**src/rtl/alu_result_fifo_if.sv**
```systemverilog
// ALU result FIFO bus: upstream push side (valid/ready + result, flag, ALUop)
// and downstream pop side (valid/ready + head entry fields).
// The master modport is the environment; the slave modport is the FIFO.
interface alu_result_fifo_if #(
  parameter int WIDTH = 32
);
  // Upstream (arithmetic stage -> FIFO)
  logic             in_valid;
  logic             in_ready;
  logic [WIDTH-1:0] result;
  logic             flag;
  logic [3:0]       ALUop;

  // Downstream (FIFO -> consumer)
  logic             out_valid;
  logic             out_ready;
  logic [WIDTH-1:0] out_result;
  logic             out_flag;
  logic [3:0]       out_op;

  modport master (
    output in_valid,
    output result,
    output flag,
    output ALUop,
    output out_ready,
    input  in_ready,
    input  out_valid,
    input  out_result,
    input  out_flag,
    input  out_op
  );

  modport slave (
    input  in_valid,
    input  result,
    input  flag,
    input  ALUop,
    input  out_ready,
    output in_ready,
    output out_valid,
    output out_result,
    output out_flag,
    output out_op
  );
endinterface : alu_result_fifo_if

```
**src/rtl/alu_result_fifo.sv**
```systemverilog
// First-word-fall-through FIFO holding {result, flag, ALUop} from an ALU stage.
// DEPTH must be a power of two (2..16) so pointers wrap by natural overflow.
// Optional feature: define ALU_STICKY_FLAG_EN to build the sticky overflow
// flag register; without it flag_sticky is tied to 0 and flag_clr is ignored.
module alu_result_fifo #(
  parameter int DEPTH = 4,
  parameter int WIDTH = 32
) (
  input  logic                   clk,
  input  logic                   rst_n,
  alu_result_fifo_if.slave       bus,
  output logic [$clog2(DEPTH):0] count,
  output logic                   flag_sticky,
  input  logic                   flag_clr
);

  localparam int PTR_W = $clog2(DEPTH);
  localparam int CNT_W = PTR_W + 1;
  localparam int ENT_W = WIDTH + 5;  // result + flag + 4-bit opcode tag

  localparam logic [CNT_W-1:0] DEPTH_C = CNT_W'(DEPTH);
  localparam logic [CNT_W-1:0] CNT_ONE = CNT_W'(1);
  localparam logic [PTR_W-1:0] PTR_ONE = PTR_W'(1);

  // ---------------------------------------------------------------------------
  // State
  // ---------------------------------------------------------------------------
  logic [PTR_W-1:0] wr_ptr_q, wr_ptr_d;
  logic [PTR_W-1:0] rd_ptr_q, rd_ptr_d;
  logic [CNT_W-1:0] count_q,  count_d;

  // Storage carries no reset: pointer reset alone discards its contents.
  logic [ENT_W-1:0] mem [DEPTH];

  // ---------------------------------------------------------------------------
  // Handshake decode (registered state only, so no ready/valid pass-through)
  // ---------------------------------------------------------------------------
  logic not_full;
  logic not_empty;
  logic push;
  logic pop;

  assign not_full  = (count_q < DEPTH_C);
  assign not_empty = (count_q != '0);
  assign push      = bus.in_valid & not_full;
  assign pop       = bus.out_ready & not_empty;

  // ---------------------------------------------------------------------------
  // Next-state: pointers advance independently, count tracks the net change
  // ---------------------------------------------------------------------------
  // Compute pointer and occupancy updates for this edge.
  always_comb begin
    wr_ptr_d = wr_ptr_q;
    rd_ptr_d = rd_ptr_q;
    count_d  = count_q;

    if (push) begin
      wr_ptr_d = wr_ptr_q + PTR_ONE;
    end
    if (pop) begin
      rd_ptr_d = rd_ptr_q + PTR_ONE;
    end

    // Simultaneous push and pop leaves occupancy unchanged. push is already
    // gated by not_full and pop by not_empty, so count stays in 0..DEPTH.
    unique case ({push, pop})
      2'b10:   count_d = count_q + CNT_ONE;
      2'b01:   count_d = count_q - CNT_ONE;
      default: count_d = count_q;
    endcase
  end

  // Pointer and occupancy registers, cleared immediately on reset.
  always_ff @(posedge clk or negedge rst_n) begin
    if (!rst_n) begin
      wr_ptr_q <= '0;
      rd_ptr_q <= '0;
      count_q  <= '0;
    end else begin
      wr_ptr_q <= wr_ptr_d;
      rd_ptr_q <= rd_ptr_d;
      count_q  <= count_d;
    end
  end

  // ---------------------------------------------------------------------------
  // Storage write / head read
  // ---------------------------------------------------------------------------
  logic [ENT_W-1:0] wr_entry;
  logic [ENT_W-1:0] head_entry;

  assign wr_entry = {bus.result, bus.flag, bus.ALUop};

  // Write the accepted entry at the write pointer.
  always_ff @(posedge clk) begin
    if (push) begin
      mem[wr_ptr_q] <= wr_entry;
    end
  end

  // Asynchronous head read gives fall-through: an entry pushed on an edge is
  // on out_* right after that edge. Outputs read zero while empty, which also
  // hides stale storage after reset.
  always_comb begin
    head_entry = '0;
    if (not_empty) begin
      head_entry = mem[rd_ptr_q];
    end
  end

  assign bus.in_ready   = not_full;
  assign bus.out_valid  = not_empty;
  assign bus.out_result = head_entry[ENT_W-1:5];
  assign bus.out_flag   = head_entry[4];
  assign bus.out_op     = head_entry[3:0];
  assign count          = count_q;

  // ---------------------------------------------------------------------------
  // Sticky overflow flag
  // ---------------------------------------------------------------------------
`ifdef ALU_STICKY_FLAG_EN
  logic sticky_q, sticky_d;

  // Set on any accepted push carrying flag=1; a coincident clear loses.
  always_comb begin
    sticky_d = sticky_q;
    if (push && bus.flag) begin
      sticky_d = 1'b1;
    end else if (flag_clr) begin
      sticky_d = 1'b0;
    end
  end

  // Sticky flag register, cleared immediately on reset.
  always_ff @(posedge clk or negedge rst_n) begin
    if (!rst_n) begin
      sticky_q <= 1'b0;
    end else begin
      sticky_q <= sticky_d;
    end
  end

  assign flag_sticky = sticky_q;
`else
  // Feature not built: the clear input is accepted but has no effect.
  logic flag_clr_unused;
  assign flag_clr_unused = flag_clr;
  assign flag_sticky     = 1'b0;
`endif

endmodule : alu_result_fifo

```
**src/flat_wrapper.sv**
```systemverilog
// flat-port wrapper written by rule: the top's interface ports become plain ports
module alu_result_fifo_flat 
#(
  parameter int DEPTH = 4,
  parameter int WIDTH = 32
)
  (clk, rst_n, count, flag_sticky, flag_clr, bus_in_valid, bus_result, bus_flag, bus_ALUop, bus_out_ready, bus_in_ready, bus_out_valid, bus_out_result, bus_out_flag, bus_out_op);
  alu_result_fifo_if #(.WIDTH(WIDTH)) bus_i ();
  input  logic clk;
  input  logic rst_n;
  output logic [$clog2(DEPTH):0] count;
  output logic flag_sticky;
  input  logic flag_clr;
  input wire logic [$bits(bus_i.in_valid)-1:0] bus_in_valid;
  input wire logic [$bits(bus_i.result)-1:0] bus_result;
  input wire logic [$bits(bus_i.flag)-1:0] bus_flag;
  input wire logic [$bits(bus_i.ALUop)-1:0] bus_ALUop;
  input wire logic [$bits(bus_i.out_ready)-1:0] bus_out_ready;
  output wire logic [$bits(bus_i.in_ready)-1:0] bus_in_ready;
  output wire logic [$bits(bus_i.out_valid)-1:0] bus_out_valid;
  output wire logic [$bits(bus_i.out_result)-1:0] bus_out_result;
  output wire logic [$bits(bus_i.out_flag)-1:0] bus_out_flag;
  output wire logic [$bits(bus_i.out_op)-1:0] bus_out_op;
  assign bus_i.in_valid = bus_in_valid;
  assign bus_i.result = bus_result;
  assign bus_i.flag = bus_flag;
  assign bus_i.ALUop = bus_ALUop;
  assign bus_i.out_ready = bus_out_ready;
  assign bus_in_ready = bus_i.in_ready;
  assign bus_out_valid = bus_i.out_valid;
  assign bus_out_result = bus_i.out_result;
  assign bus_out_flag = bus_i.out_flag;
  assign bus_out_op = bus_i.out_op;
  alu_result_fifo #(.DEPTH(DEPTH), .WIDTH(WIDTH)) u_core (.clk(clk), .rst_n(rst_n), .bus(bus_i), .count(count), .flag_sticky(flag_sticky), .flag_clr(flag_clr));
endmodule
```
**config.mk**
```make
export PLATFORM = sky130hd
export DESIGN_NAME = alu_result_fifo_flat
export DESIGN_NICKNAME = d
export VERILOG_FILES = /design/src/rtl/alu_result_fifo_if.sv /design/src/rtl/alu_result_fifo.sv /design/src/flat_wrapper.sv
export SDC_FILE = /design/constraint.sdc
export NUM_CORES = 1
export LEC_CHECK = 0
export BUFFER_PORTS_ARGS = -buffer_cell sky130_fd_sc_hd__buf_2
export CELL_PAD_IN_SITES_DETAIL_PLACEMENT = 1
export CELL_PAD_IN_SITES_GLOBAL_PLACEMENT = 2
export CORE_MARGIN = 5
export CORE_UTILIZATION = 41
export CTS_BUF_LIST = sky130_fd_sc_hd__clkbuf_8
export CTS_CLUSTER_SIZE = 40
export DETAILED_ROUTE_END_ITERATION = 16
export GPL_ROUTABILITY_DRIVEN = 0
export PLACE_DENSITY_LB_ADDON = 0.1
export SYNTH_ARGS = -nofsm -noshare
export SYNTH_HDL_FRONTEND = slang
export SYNTH_SLANG_ARGS = --single-unit
```
**constraint.sdc**
```tcl
create_clock -name clk -period 2 [get_ports clk]
set_input_delay 0.4 -clock clk [delete_from_list [all_inputs] [get_ports clk]]
set_output_delay 0.4 -clock clk [all_outputs]
set_load 0.01 [all_outputs]
```
==> out/results.ini, run 1 <==
[synthesis]
synth_nets=324
synth_area_mm2=0.006002
seq_area_frac_synth_pct=76.96
synth-seq-cells=155
yosys_warnings=0
synth_cell_types=20
avgSynthCellArea_um2=21.75
syn_inst=276

[power]
ir_worst_vdd_mv=0.7869
pwr-share-comb_pct=42.4
powerDensity_mw_per_mm2=1536
p_switching_mw=3.340
seqPwrFrac_pct=35.8
leakage_nw=2.762
total_power_mw=11.81
p_int_mw=8.465
switching_share_pct=28.29
clock_power_share_pct=21.8

[drt]
wl_mm=12.09
drc_errors=0
drtAntennaViolNets=0
drtPass1Iterations=4
routedWlPerCell_um=20.56
vias=2939
viasPerCell=4.998
initialDrtViolationCount=151

[worst_setup_path]
cp.buffers_inverters=3
critPathLaunchType=flop
r2r-start=u_core.count[2]
critPathMostFrequentCell=buf_12
max_stage_delay_ns=0.51
cp_data_required_time_ns=1.60
crit_slowest_cell=mux4_2
critPathTopFamily=multiplexers
worstPathMaxFanout=6
endpoint_kind=output pin
path_cells=buf_12, buf_12, mux4_2, and2_1, buf_2
r2r_setup_slack_ns=0.13
reg2regPathDepth=6
arrival_ns=1.90
path_class=reg2out
r2r_end=u_core.count[1]

[cells_and_area]
fillers=1312
nets=439
diodes=0
finalInstanceArea_mm2=0.007686
drive_above_1_share_pct=51.98
flow.area_growth_from_synthesis_pct=28.06
final_cells=588

[clocking]
htreeDepth=4
cts_sinks=155
cts-root-buf=clkbuf_8
cts_inserted_buffers=17
clk_latency_ns=0.43
path_clk_slew_ns=0.08
cts_tree=yes
clock_tree.buffer_depth=2

[sta]
rsz0062_at_grt=true
hold_viol_final=0
setup_slack_ns=-0.3004
slew_viol_final=0
fin_skew_ns=0.009361
fmax_ghz=0.4347
period_share_pct=115.0
hold-worst-slack_ns=0.1767
setup-tns-final_ns=-10.02
fin_crit_ns=2.300
setup_viol=38

[grt]
grt_usage_pct=14.71
grt-ovfl-total=0
grt_max_degree=32
grt_pass1_vias=3181
antenna_found_initial=1
grt_pass1_wl_mm=18.05

[floorplanning]
ios=85
rows=44
die_width_um=131.0
start_util_pct=41.61
die_h_um=131.0
core_area_mm2=0.01442
die_area_mm2=0.01716

[placed_design]
dp_hpwl_mm=6.997
io_buffers=82
place_area_mm2=0.006803
dp.cells=546

[outcome]
violations=setup timing
status=finished, violations left

[worst_hold_path]
hold_depth=1
hp-class=in2reg
hold_start=bus_result[28]
min_to=u_core.mem[2][33]

[run]
drv_cap=0

-- cell usage in the layout (no fill, tap or decap), types with 2 or more instances in the layout --
cell / instances
edfxtp_1: 148
buf_2: 56
mux4_2: 37
and2_4: 26
buf_6: 26
clkbuf_8: 17
and2_1: 12
buf_12: 12
buf_4: 10
inv_1: 9
clkinv_2: 5
bufinv_16: 5
dfrtp_1: 5
and2_2: 4
xnor2_1: 4
ha_1: 4
clkbuf_16: 3
nand2_1: 2
xor2_1: 2
clkinvlp_4: 2
dfrtp_2: 2
-- state kept, by name, indices dropped and copies added (netlist names) --
name / cells
u_core.mem: 148
u_core.count: 3
u_core.wr_ptr_q: 2
u_core.rd_ptr_q: 2
-- layout make-up --
cell class	instances	area [um^2]	area share, %
timing repair buffer	110	1016	13.22
multi-input combinational	100	1351	17.58
clock buffer	17	234.0	3.044
inverter	7	26.28	0.3419
clock inverter	15	206.4	2.686
sequential	155	4622	60.13
tap	184	230.2	2.995
-- metrics by stage --
stage               worst slack [ns]  util [%]
CTS                          -0.3502     51.38
floorplan                    0.08577         -
detailed placement           0.04142     47.16
global placement             0.09144     47.16
global route                 -0.3826     53.29
finish                       -0.3004     53.29
-- worst max-delay path by stage --
stage,end,cells past startpoint,slack [ns],start
after floorplan,u_core.count[1],6,0.09,u_core.count[0]
after global placement,u_core.count[2],8,0.09,u_core.count[2]
final,bus_out_result[12],5,-0.30,u_core.rd_ptr_q[0]
after CTS,bus_out_result[5],4,-0.35,u_core.rd_ptr_q[0]
after detailed placement,u_core.count[1],6,0.04,u_core.count[2]
after global routing,bus_out_result[4],5,-0.38,u_core.rd_ptr_q[0]
-- synth_stat cells --
master / number / area [um^2]
and2_1: 42 / 262.8
buf_2: 3 / 15.01
buf_4: 3 / 22.52
buf_6: 2 / 22.52
clkbuf_1: 6 / 22.52
conb_1: 1 / 3.750
dfrtp_1: 7 / 175.2
edfxtp_1: 148 / 4444
fa_1: 1 / 20.02
ha_1: 5 / 62.56
inv_1: 7 / 26.28
mux4_2: 37 / 833.3
nand2_1: 2 / 7.510
nand3_1: 1 / 5.000
nor2_1: 1 / 3.750
nor2b_1: 1 / 6.260
o21ai_0: 2 / 10.01
or3_1: 1 / 6.260
xnor2_1: 4 / 35.03
xor2_1: 2 / 17.52
-- what timing repair did --
item                       4_1_cts  5_1_grt
setup endpoints to repair       38       40
pin swaps                       21       19
hold endpoints to repair         7        0
setup buffers                    2        3
gates resized for setup         29       40
hold buffers                     1        0
gates cloned                     1        4
-- cells by family after synthesis --
family / count (synthesis) / synth area share, %
buf+inv: 21 / 1.814
compound gates: 2 / 0.1668
other cells: 1 / 0.06248
fa+ha+maj: 6 / 1.376
flops: 155 / 76.96
mux: 37 / 13.88
xor+xnor: 6 / 0.8755
simple gates: 48 / 4.857
-- power by group through the flow --
stage,Clock (mW),Sequential (mW),Combinational [mW]
floorplan,0,4.27,2.33
global placement,0,4.28,3.73
detailed placement,0,4.31,3.75
CTS,2.66,4.23,4.27
global route,2.81,4.26,5.41
finish,2.57,4.22,5.01
-- metal layers --
metal | track usage [%] | share of wire, % | vias up
li1 | - | - | 1321
met1 | 19.06 | 42 | 1530
met2 | 24.07 | 52 | 70
met3 | 3.902 | 5.0 | 16
met4 | 5.263 | 1.4 | 2
met5 | 0 | 0.11 | -
Note: power is estimated with default switching activity, not from simulation.
==> inputs of run 2 (changes only) <==
SKIP_CTS_REPAIR_TIMING = 1   (was not set)
==> out/results.ini, run 2 (synthesis gave the netlist of run 1 again) <==
[sta]
slew_viol_final=0  ; unchanged
hold-worst-slack_ns=0.1760  ; -0.0006740 ns
setup_viol=37  ; -2.6%
period_share_pct=116.1  ; +1.1 points
fin_crit_ns=2.322  ; +0.02197 ns
hold_viol_final=0  ; unchanged
setup_slack_ns=-0.3224  ; -0.02197 ns
rsz0062_at_grt=true
fmax_ghz=0.4306  ; -0.95%
fin_skew_ns=0.009492  ; +0.0001306 ns

[drt]
drtAntennaViolNets=0  ; unchanged
viasPerCell=4.922  ; -1.5%
initialDrtViolationCount=160  ; +6.0%
drtPass1Iterations=4  ; unchanged
routedWlPerCell_um=19.69  ; -4.3%
drc_errors=0  ; unchanged
wl_mm=11.58  ; -4.3%
vias=2894  ; -1.5%

[worst_setup_path]
arrival_ns=1.92  ; +0.02 ns
crit_slowest_cell=mux4_2
cp_data_required_time_ns=1.60  ; about the same
r2r_setup_slack_ns=0.12  ; about the same
max_stage_delay_ns=0.51  ; about the same
endpoint_kind=output pin
r2r-start=u_core.count[1]
r2r_end=u_core.count[1]
path_cells=buf_6, clkbuf_16, mux4_2, and2_1, buf_2
critPathLaunchType=flop
worstPathMaxFanout=5  ; -1
path_class=reg2out
reg2regPathDepth=6  ; unchanged

[worst_hold_path]
min_to=u_core.mem[2][14]
hold_start=bus_result[9]
hp-class=in2reg
hold_depth=1  ; unchanged

[power]
powerDensity_mw_per_mm2=1469  ; -4.3%
leakage_nw=2.662  ; -3.6%
ir_worst_vdd_mv=0.8678  ; +10%

[cells_and_area]
drive_above_1_share_pct=47.77  ; -4.2 points
diodes=0  ; unchanged
largest_reg_flops=148  ; unchanged
largest-register=u_core.mem
nets=439  ; unchanged
final_common_cell=edfxtp_1
flow.area_growth_from_synthesis_pct=24.16
layout_common_cells=edfxtp_1 (148), buf_2 (80), mux4_2 (37)
final_cells=588  ; unchanged

[clocking]
clock_tree.buffer_depth=2  ; unchanged
cts_inserted_buffers=17  ; unchanged
cts_tree=yes
path_clk_slew_ns=0.08  ; about the same
cts-root-buf=clkbuf_8
htreeDepth=4  ; unchanged
clk_latency_ns=0.43  ; about the same
cts_sinks=155  ; unchanged

[grt]
grt_pass1_wl_mm=17.58  ; -2.6%
grtUsageMet3_pct=3.902  ; unchanged
antenna_found_initial=1  ; unchanged
grt_pass1_vias=3162  ; -0.60%
grt_max_degree=40  ; +25%
grt-ovfl-total=0  ; unchanged
grt_usage_pct=14.24  ; -0.46 points
met2_usage_pct=23.69  ; -0.39 points
top_usage_layer=met2
met1_usage_pct=17.96  ; -1.1 points

[floorplanning]
die_h_um=131.0  ; unchanged
ios=85  ; unchanged
die_width_um=131.0  ; unchanged
start_util_pct=41.61  ; unchanged
core_area_mm2=0.01442  ; unchanged
rows=44  ; unchanged
die_area_mm2=0.01716  ; unchanged

[placed_design]
post-place-ws_ns=0.04142  ; unchanged
dp_hpwl_mm=6.997  ; unchanged
dp.cells=546  ; unchanged
io_buffers=82  ; unchanged

[outcome]
status=finished, violations left
violations=setup timing

[run]
drv_cap=0  ; unchanged

-- run 2: cell types whose count changed in the layout (fill, tap and decap cells not counted), moves of 2 or more --
cell and change:
buf_2 +24, buf_6 -23, and2_1 +17, and2_4 -17, buf_4 +2
-- run 2: worst max-delay path by stage --
stage                             startpoint                 to  slack, ns  cells past startpoint
after floorplan              u_core.count[0]    u_core.count[1]       0.09                      6
after global placement       u_core.count[2]    u_core.count[2]       0.09                      8
after detailed placement     u_core.count[2]    u_core.count[1]       0.04                      6
after CTS                 u_core.rd_ptr_q[0]      bus_out_op[1]      -0.39                      4
after global routing      u_core.rd_ptr_q[0]      bus_out_op[1]      -0.42                      5
final                     u_core.rd_ptr_q[0]  bus_out_result[4]      -0.32                      5
-- run 2: power by group --
group | total, mW | switching [mW] | leakage [nW] | internal (mW)
clock network | 2.57 | 1.10 | 0.228 | 1.47
logic | 4.16 | 1.91 | 1.01 | 2.25
registers | 4.22 | 0.137 | 1.43 | 4.08
-- run 2: layout make-up --
cell class              instances  area [um^2]
multi-input cells             100         1309
clock buffers                  17        234.0
flip-flops and latches        155         4622
well taps                     184        230.2
clock inverters                15        206.4
repair buffers                110        824.5
inverters                       7        26.28
fillers                      1336         6972
-- run 2: metrics by stage --
| stage | power (mW) | utilization [%] | instance area (um^2) | TNS, ns |
|---|---|---|---|---|
| after global placement | 8.005 | 47.16 | 6803 | 0 |
| after floorplan | 6.602 | - | 6007 | 0 |
| final | 10.95 | 51.67 | 7452 | -10.33 |
| after global routing | 11.64 | 51.67 | 7452 | -14.13 |
| after detailed placement | 8.062 | 47.16 | 6803 | 0 |
| after CTS | 10.65 | 50.22 | 7243 | -13.03 |
-- run 2: critical path, delay by kind of cell (launching register included) --
kind | cells | cell delay, ns
multiplexers | 1 | 0.51
flip-flops | 1 | 0.38
AND/OR/NAND/NOR | 1 | 0.17
buffers and inverters | 3 | 0.43
-- run 2: per-layer routing --
layer | share of wire (%) | vias up | wire (um)
met5 | 0.11 | - | 13
met4 | 1.4 | 2 | 159
met3 | 4.9 | 15 | 567
met2 | 52 | 61 | 6049
met1 | 41 | 1500 | 4789
li1 | - | 1316 | -
==> inputs of run 3 (changes only) <==
CTS_BUF_LIST = sky130_fd_sc_hd__clkbuf_4 sky130_fd_sc_hd__clkbuf_8   (was sky130_fd_sc_hd__clkbuf_8)
SKIP_LAST_GASP = 1   (was not set)
==> out/results.ini, run 3 (synthesis gave the netlist of run 1 again) <==
[outcome]
status=finished, violations left
violations=setup timing

[worst_setup_path]
critPathLaunchType=flop
path_class=reg2out
critPathTopFamily=multiplexers
cp.buffers_inverters=3  ; unchanged
crit_slowest_cell=mux4_2
max_stage_delay_ns=0.51  ; about the same
endpoint_kind=output pin
path_cells=buf_4, clkbuf_16, mux4_2, and2_1, buf_2
cp_data_required_time_ns=1.60  ; about the same
r2r-start=u_core.count[1]
worstPathMaxFanout=5  ; unchanged
arrival_ns=1.94  ; +0.02 ns
startpoint=u_core.rd_ptr_q[0]

[placed_design]
dp_hpwl_mm=6.997  ; unchanged
io_buffers=82  ; unchanged

[floorplanning]
ios=85  ; unchanged
die_area_mm2=0.01716  ; unchanged
start_util_pct=41.61  ; unchanged
core_area_mm2=0.01442  ; unchanged
die_width_um=131.0  ; unchanged
rows=44  ; unchanged
die_h_um=131.0  ; unchanged

[cells_and_area]
layout_common_cells=edfxtp_1 (148), buf_2 (82), mux4_2 (37)
nets=439  ; unchanged
flow.area_growth_from_synthesis_pct=23.85
largest_reg_flops=148  ; unchanged
drive_above_1_share_pct=47.77  ; unchanged
final_common_cell=edfxtp_1
largest-register=u_core.mem
diodes=0  ; unchanged

[worst_hold_path]
hold_start=bus_result[9]
hp-class=in2reg

[grt]
grt_pass1_wl_mm=17.58  ; unchanged
antenna_found_initial=1  ; unchanged
grt-ovfl-total=0  ; unchanged
grt_pass1_vias=3162  ; unchanged
grt_usage_pct=14.24  ; unchanged
grt_max_degree=40  ; unchanged

[sta]
period_share_pct=116.8  ; +0.68 points
fin_crit_ns=2.336  ; +0.01363 ns
setup_slack_ns=-0.3360  ; -0.01363 ns
setup_viol=37  ; unchanged
rsz0062_at_grt=true
slew_viol_final=0  ; unchanged
hold-worst-slack_ns=0.1767  ; +0.0007050 ns
fin_skew_ns=0.009368  ; -0.0001238 ns
hold_viol_final=0  ; unchanged
fmax_ghz=0.4281  ; -0.58%

[clocking]
clock_tree.buffer_depth=2  ; unchanged
cts-root-buf=clkbuf_8
clk_latency_ns=0.43  ; about the same
htreeDepth=4  ; unchanged
cts_tree=yes
path_clk_slew_ns=0.08  ; about the same
cts_inserted_buffers=17  ; unchanged
cts_sinks=155  ; unchanged

[power]
ir_worst_vdd_mv=0.8423  ; -2.9%
powerDensity_mw_per_mm2=1467  ; -0.17%
total_power_mw=10.90  ; -0.43%
leakage_nw=2.648  ; -0.53%

[drt]
wl_mm=11.56  ; -0.15%
drtPass1Iterations=4  ; unchanged
drc_errors=0  ; unchanged
vias=2903  ; +0.31%
viasPerCell=4.937  ; +0.31%
initialDrtViolationCount=170  ; +6.3%
drtAntennaViolNets=0  ; unchanged
routedWlPerCell_um=19.66  ; -0.15%

[run]
drv_cap=0  ; unchanged

==> run 3: final cells by class <==
type | instances | area, um^2
Fill cell | 1337 | 6990
Sequential cell | 155 | 4622
Multi-Input combinational cell | 100 | 1304
Timing Repair Buffer | 110 | 803.3
Clock buffer | 19 | 249.0
Tap cell | 184 | 230.2
Clock inverter | 13 | 198.9
Inverter | 7 | 26.28
==> run 3: power by group <==
| part | leakage (nW) | switching [mW] | internal (mW) |
|---|---|---|---|
| sequential | 1.43 | 0.135 | 4.08 |
| clock | 0.226 | 1.10 | 1.50 |
| combinational | 0.997 | 1.90 | 2.19 |
| total | 2.65 | 3.13 | 7.77 |
==> run 3: final timing paths <==
check                                     endpoint  slack (ns)  cells past startpoint
min in group asynchronous          u_core.count[2]        0.32                      2
max in group asynchronous       u_core.rd_ptr_q[0]        1.51                      2
worst min-delay path             u_core.mem[2][14]        0.18                      1
worst max-delay path             bus_out_result[4]       -0.34                      5
worst max register to register     u_core.count[1]        0.12                      6
worst min register to register     u_core.count[0]        0.57                      2
==> run 3: layer usage <==
layer  up-vias  global-route usage, %  share of wire (%)
met5         -                      0               0.11
met4         2                  5.263                1.4
met3        16                  3.902                4.6
met2        56                  23.69                 52
met1      1513                  17.96                 41
li1       1316                      -                  -
==> run 3: through the flow <==
step / setup slack (ns) / instance area (um^2) / util, % / setup TNS (ns) / cells
2_1_floorplan: 0.08577 / 6007 / - / 0 / 276
3_3_place_gp: 0.09144 / 6803 / 47.16 / 0 / 546
3_5_place_dp: 0.04142 / 6803 / 47.16 / 0 / 546
4_1_cts: -0.3909 / 7251 / 50.27 / -13.03 / 578
5_1_grt: -0.4188 / 7433 / 51.54 / -14.23 / 588
6_report: -0.3360 / 7433 / 51.54 / -10.32 / 588
